`src/rtl/draw_pkg.sv`:
```
// Shared types and default constants for the random-draw front end.
// Defaults assume a 50 MHz system clock.
package draw_pkg;

  typedef enum logic [1:0] {
    IDLE,
    HOLD,
    DONE
  } state_t;

  localparam int CLK_HZ            = 50_000_000;
  localparam int DB_DEFAULT        = CLK_HZ / 50;  // 20 ms
  localparam int HOLD_DEFAULT      = CLK_HZ * 4;   // 4 s
  localparam int MAX_DRAWS_DEFAULT = 4;
  localparam int Z_W               = 4;

  // Counter width able to hold 0..n-1, never narrower than one bit.
  function automatic int cnt_width(input int n);
    return (n > 1) ? $clog2(n) : 1;
  endfunction

endpackage

```
`src/rtl/draw_control_if.sv`:
```
// Key input and draw outputs exchanged between the draw controller and the
// number-selection stage.
interface draw_control_if;
  import draw_pkg::*;

  logic           key_n;
  logic [Z_W-1:0] Z;
  logic           t;
  logic           done;
  logic           press;

  modport master (output key_n, input Z, t, done, press);
  modport slave  (input key_n, output Z, t, done, press);

endinterface

```
`src/rtl/key_debounce.sv`:
```
// Two-flop synchroniser, level debouncer and falling-edge pulse for one
// active-low push-button. Reusable for any of the board keys.
module key_debounce
  import draw_pkg::*;
#(
  parameter int DB_CYCLES = DB_DEFAULT
) (
  input  logic clk,
  input  logic rst,
  input  logic key_n,
  output logic level,
  output logic fall_pulse
);

  localparam int              DB_W    = cnt_width(DB_CYCLES);
  localparam logic [DB_W-1:0] DB_LAST = DB_W'(DB_CYCLES - 1);

  logic            r_sync1;
  logic            r_sync2;
  logic            r_level;
  logic            r_fall;
  logic [DB_W-1:0] r_cnt;

  // Both stages reset to the released level so reset never looks like a press.
  // NOTE: non-blocking assignments make every register update from pre-edge values.
  always_ff @(posedge clk or posedge rst) begin
    if (rst) begin
      r_sync1 <= 1'b1;
      r_sync2 <= 1'b1;
    end else begin
      r_sync1 <= key_n;
      r_sync2 <= r_sync1;
    end
  end

  always_ff @(posedge clk or posedge rst) begin
    if (rst) begin
      r_level <= 1'b1;
      r_cnt   <= '0;
      r_fall  <= 1'b0;
    end else begin
      r_fall <= 1'b0;
      if (r_sync2 == r_level) begin
        r_cnt <= '0;
      end else if (r_cnt == DB_LAST) begin
        // Level accepted; the pulse lines up with the cycle the level reads low.
        r_level <= r_sync2;
        r_cnt   <= '0;
        r_fall  <= ~r_sync2;
      end else begin
        r_cnt <= r_cnt + 1'b1;
      end
    end
  end

  assign level      = r_level;
  assign fall_pulse = r_fall;

endmodule

```
`src/rtl/draw_control.sv`:
```
// Draw controller: each debounced Key_0 press freezes the display for a hold
// window, then advances the draw index Z until MAX_DRAWS draws are complete.
module draw_control
  import draw_pkg::*;
#(
  parameter int DB_CYCLES   = DB_DEFAULT,
  parameter int HOLD_CYCLES = HOLD_DEFAULT,
  parameter int MAX_DRAWS   = MAX_DRAWS_DEFAULT
) (
  input  logic           clk,
  input  logic           rst,
  draw_control_if.slave  bus
);

  localparam int                HOLD_W    = cnt_width(HOLD_CYCLES);
  localparam logic [HOLD_W-1:0] HOLD_LAST = HOLD_W'(HOLD_CYCLES - 1);
  localparam logic [Z_W-1:0]    Z_MAX     = Z_W'(MAX_DRAWS);

  logic              w_level;
  logic              w_press;
  logic              w_accept;

  state_t            r_state;
  logic [HOLD_W-1:0] r_hold_cnt;
  logic [Z_W-1:0]    r_z;
  logic              r_t;
  logic              r_done;

  key_debounce #(
    .DB_CYCLES (DB_CYCLES)
  ) u_key0 (
    .clk        (clk),
    .rst        (rst),
    .key_n      (bus.key_n),
    .level      (w_level),
    .fall_pulse (w_press)
  );

  assign w_accept = w_press & ~w_level;

  // Presses arriving outside IDLE fall through untouched: nothing is queued.
  always_ff @(posedge clk or posedge rst) begin
    if (rst) begin
      r_state    <= IDLE;
      r_hold_cnt <= '0;
      r_z        <= '0;
      r_t        <= 1'b0;
      r_done     <= 1'b0;
    end else begin
      case (r_state)
        IDLE: begin
          r_t <= 1'b0;
          if (w_accept) begin
            r_state    <= HOLD;
            r_t        <= 1'b1;
            r_hold_cnt <= '0;
          end
        end
        HOLD: begin
          if (r_hold_cnt == HOLD_LAST) begin
            r_t        <= 1'b0;
            r_hold_cnt <= '0;
            r_z        <= r_z + 1'b1;
            if (r_z + 1'b1 == Z_MAX) begin
              r_state <= DONE;
              r_done  <= 1'b1;
            end else begin
              r_state <= IDLE;
            end
          end else begin
            r_hold_cnt <= r_hold_cnt + 1'b1;
          end
        end
        DONE: begin
          r_t    <= 1'b0;
          r_done <= 1'b1;
        end
        default: begin
          r_state <= IDLE;
          r_t     <= 1'b0;
        end
      endcase
    end
  end

  assign bus.Z     = r_z;
  assign bus.t     = r_t;
  assign bus.done  = r_done;
  assign bus.press = w_press;

endmodule

```
`src/flat_wrapper.sv`:
```
// flat-port wrapper written by rule: the top's interface ports become plain ports
module draw_control_flat import draw_pkg::*;
#(
  parameter int DB_CYCLES   = DB_DEFAULT,
  parameter int HOLD_CYCLES = HOLD_DEFAULT,
  parameter int MAX_DRAWS   = MAX_DRAWS_DEFAULT
)
  (clk, rst, bus_key_n, bus_Z, bus_t, bus_done, bus_press);
  draw_control_if bus_i ();
  input  logic clk;
  input  logic rst;
  input wire logic [$bits(bus_i.key_n)-1:0] bus_key_n;
  output wire logic [$bits(bus_i.Z)-1:0] bus_Z;
  output wire logic [$bits(bus_i.t)-1:0] bus_t;
  output wire logic [$bits(bus_i.done)-1:0] bus_done;
  output wire logic [$bits(bus_i.press)-1:0] bus_press;
  assign bus_i.key_n = bus_key_n;
  assign bus_Z = bus_i.Z;
  assign bus_t = bus_i.t;
  assign bus_done = bus_i.done;
  assign bus_press = bus_i.press;
  draw_control #(.DB_CYCLES(DB_CYCLES), .HOLD_CYCLES(HOLD_CYCLES), .MAX_DRAWS(MAX_DRAWS)) u_core (.clk(clk), .rst(rst), .bus(bus_i));
endmodule
```
`config.mk`:
```
export PLATFORM = sky130hd
export DESIGN_NAME = draw_control_flat
export DESIGN_NICKNAME = d
export VERILOG_FILES = /design/src/rtl/draw_pkg.sv /design/src/rtl/draw_control_if.sv /design/src/rtl/key_debounce.sv /design/src/rtl/draw_control.sv /design/src/flat_wrapper.sv
export SDC_FILE = /design/constraint.sdc
export NUM_CORES = 1
export LEC_CHECK = 0
export BUFFER_PORTS_ARGS = -buffer_cell sky130_fd_sc_hd__buf_4
export CAP_MARGIN = 15
export CORE_MARGIN = 5
export CORE_UTILIZATION = 61
export CTS_CLUSTER_SIZE = 30
export DETAILED_ROUTE_END_ITERATION = 8
export PLACE_DENSITY = 0.87
export SKIP_CTS_REPAIR_TIMING = 1
export SLEW_MARGIN = 20
export SYNTH_ARGS = -nofsm -noshare
export SYNTH_HDL_FRONTEND = slang
export SYNTH_SLANG_ARGS = --single-unit
```
`constraint.sdc`:
```
create_clock -name clk -period 4.89 [get_ports clk]
set_clock_uncertainty 0.15 [all_clocks]
set_input_delay 0.978 -clock clk [delete_from_list [all_inputs] [get_ports clk]]
set_output_delay 0.978 -clock clk [all_outputs]
set_load 0.02 [all_outputs]
```
==> impl_metrics.tcl <==
set metrics [dict create \
    crit_start "u_core.r_hold_cnt[0]$_DFFE_PP0P_" \
    ant_nets 0 \
    diodes 0 \
    drtPass1Iterations 4 \
    instances_no_fill 393 \
    cts_buffer_depth 2 \
    clkTransAtPathRegs_ns 0.07 \
    crit_family "simple AND/OR/NAND/NOR gates" \
    critical-path-max-stage-delay_ns 0.51 \
    tns_ns 0 \
    drive_above_1_share_pct 12.9 \
    avgRoutedWirePerCell_um 15.4 \
    setup_viol 0 \
    drtIter0Drc 135 \
    path_max_fanout 14 \
    crit_required_ns 4.95 \
    cts_inserted_buffers 9 \
    gp_congestion 0.862 \
    status "completed" \
    dp_cells 377 \
    floorplan.initialDensity_pct 63.9 \
    cts.sinks 60 \
    maxSlewViolCount 0 \
    min_period_ns 2.81 \
    core_area_um2 4790 \
    min_path_type "flop to flop" \
    reg2reg_from "u_core.r_hold_cnt[0]$_DFFE_PP0P_" \
    grt_pass1_vias 2322 \
    worstPathArrival_ns 2.87 \
    die_w_um 80.8 \
    grt_pass1_wl_mm 10.8 \
    avgSynthCellArea_um2 10.0 \
    area_growth_pct 11.8 \
    worstMarginPinSlew_ns 0.853 \
    crit_buf_inv 1 \
    rsz0062_at_grt "false" \
    drc 0 \
    synth-seq-cells 60 \
    synthTopCellsByCount "dfrtp_1, nor2_1, nand3_1, xor2_1, nand2_1" \
    criticalPathCategory "flop to flop" \
    syn_inst 305 \
    synth_edf_count 0 \
    synth_most_common_cell "dfrtp_1" \
    h-tree-depth 3 \
    power_leakage_nw 1.58 \
    syn-cell-area_um2 3060 \
    overflow 0 \
    yosys.area.top_type "dfrtp_1" \
    die_h_um 80.8 \
    ys_seq_area_share_pct 49.2 \
    irDropWorstVdd_mv 0.217 \
    total_power_mw 1.04 \
    routed_via_density 5.89 \
    critPathLaunchType "flop" \
    num-nets-final 330 \
    ys_top_cells_by_area "dfrtp_1, xor2_1, nor2_1" \
    place_hpwl_mm 3.96 \
    power_density_nw_per_um2 304 \
    clk_latency_ns 0.34 \
    rows 25 \
    place.port_buffers 9 \
    worst_setup_path_end_kind "flop" \
    track_usage_pct 21.6 \
    min-delay-start "u_core.u_key0.r_sync1$_DFF_PP1_" \
    cp_slowest_cell "nor4b_4" \
    synth_top_cell_area_share_pct 46.6 \
    die-area_um2 6530 \
    finalHoldViolCount 0 \
    synth_flop_cell "dfrtp_1" \
    worstPathCellList "ha_1 -> nand3_1 -> nor4b_4 -> a21boi_2 -> nor2_1 -> buf_4 -> a21oi_1" \
    drt_wl_total_mm 6.04 \
    antenna_found_initial 0 \
    max_freq_ghz 0.356 \
    vias 2315 \
    drv_cap 0 \
    fin_crit_sh_pct 57.4 \
    syn_nets 314 \
    ys_warn_count 0 \
    grt_max_degree 61 \
    io-pin-count 10 \
    ctsRootBufferMaster "clkbuf_8" \
    synth_cell_types 47 \
    slew_headroom_pct 42.7 \
    cts_tree "built" \
    async_reset_ff_share_pct 100 \
]
through the flow:
stage	hold slack, ns	utilization (%)	area [µm²]	worst slack [ns]
2_1_floorplan	0.195	-	3060	2.28
3_3_place_gp	0.197	66.5	3180	2.30
3_5_place_dp	0.199	66.5	3180	2.17
4_1_cts	0.208	71.5	3420	2.11
5_1_grt	0.214	71.5	3420	1.80
6_report	0.208	71.5	3420	2.08
cells in the final DEF (no fill, tap or decap), types with 2 or more instances in the layout:
cell type  netlist  routed
bufinv_16        0       2
and4_1           2       2
nand2_1         22      22
o21ai_0          6       6
xor2_1          26      26
ha_1             6       6
nor4_1           2       2
nand3_1         26      26
and2_1           2       2
clkbuf_8         0      12
nor2b_1          2       2
o22ai_1          2       2
dfrtp_1         57      57
inv_1            9       8
clkinv_2         0       2
nand2b_1         2       2
nor3_1           7       7
xnor2_1         16      16
dfstp_2          3       3
a21oi_1          5       5
nor2_1          50      50
and3_1          15      15
buf_4            2      11
nand4_1         16      16
where the power goes:
part / switching, mW / total, mW / internal, mW
clock network: 0.191 / 0.518 / 0.327
logic: 0.0141 / 0.0184 / 0.00426
registers: 0.00286 / 0.503 / 0.500
path summary, 6_finish.rpt:
kind                                                endpoint  slack, ns  cells after the start
max                        u_core.r_hold_cnt[22]$_DFFE_PP0P_       2.08                      7
min                          u_core.u_key0.r_sync2$_DFF_PP1_       0.21                      0
max reg2reg                u_core.r_hold_cnt[22]$_DFFE_PP0P_       2.08                      7
min reg2reg                  u_core.u_key0.r_sync2$_DFF_PP1_       0.21                      0
max in group asynchronous   u_core.r_hold_cnt[2]$_DFFE_PP0P_       3.41                      3
min in group asynchronous        u_core.bus.Z[0]$_DFFE_PP0P_       0.70                      3
registers in the layout, summed over array words and instances (netlist names), 2 cells and up:
register             count
u_core.r_hold_cnt       28
u_core.u_key0.r_cnt     20
u_core.bus.Z             4
u_core.r_state           2
worst reg2reg max path: stages (launching register included):
cell	delay (ns)
dfrtp_1	0.40
ha_1	0.27
nand3_1	0.20
nor4b_4	0.51
a21boi_2	0.28
nor2_1	0.50
buf_4	0.30
a21oi_1	0.08
logic make-up after synthesis:
kind of cell	Yosys count	synth area share (%)
compound gates	21	5.16
xor+xnor	42	12.0
fa+ha+maj	6	2.45
buf+inv	15	2.41
flops	60	49.2
mux	2	0.736
simple gates	159	28.0
cell type report:
class / instances / area (µm²)
clock buffers: 12 / 165
clock inverters: 4 / 70.1
fillers: 332 / 1370
inverters: 9 / 33.8
multi-input cells: 230 / 1480
flip-flops and latches: 60 / 1510
well taps: 67 / 83.8
repair buffers: 11 / 82.6
routing by layer:
metal,track usage [%],share of wire (%)
met1,27.7,43
met2,35.2,50
met3,5.10,5.2
met4,8.61,1.9
met5,0,0
Power figures use the tool's default switching activity.
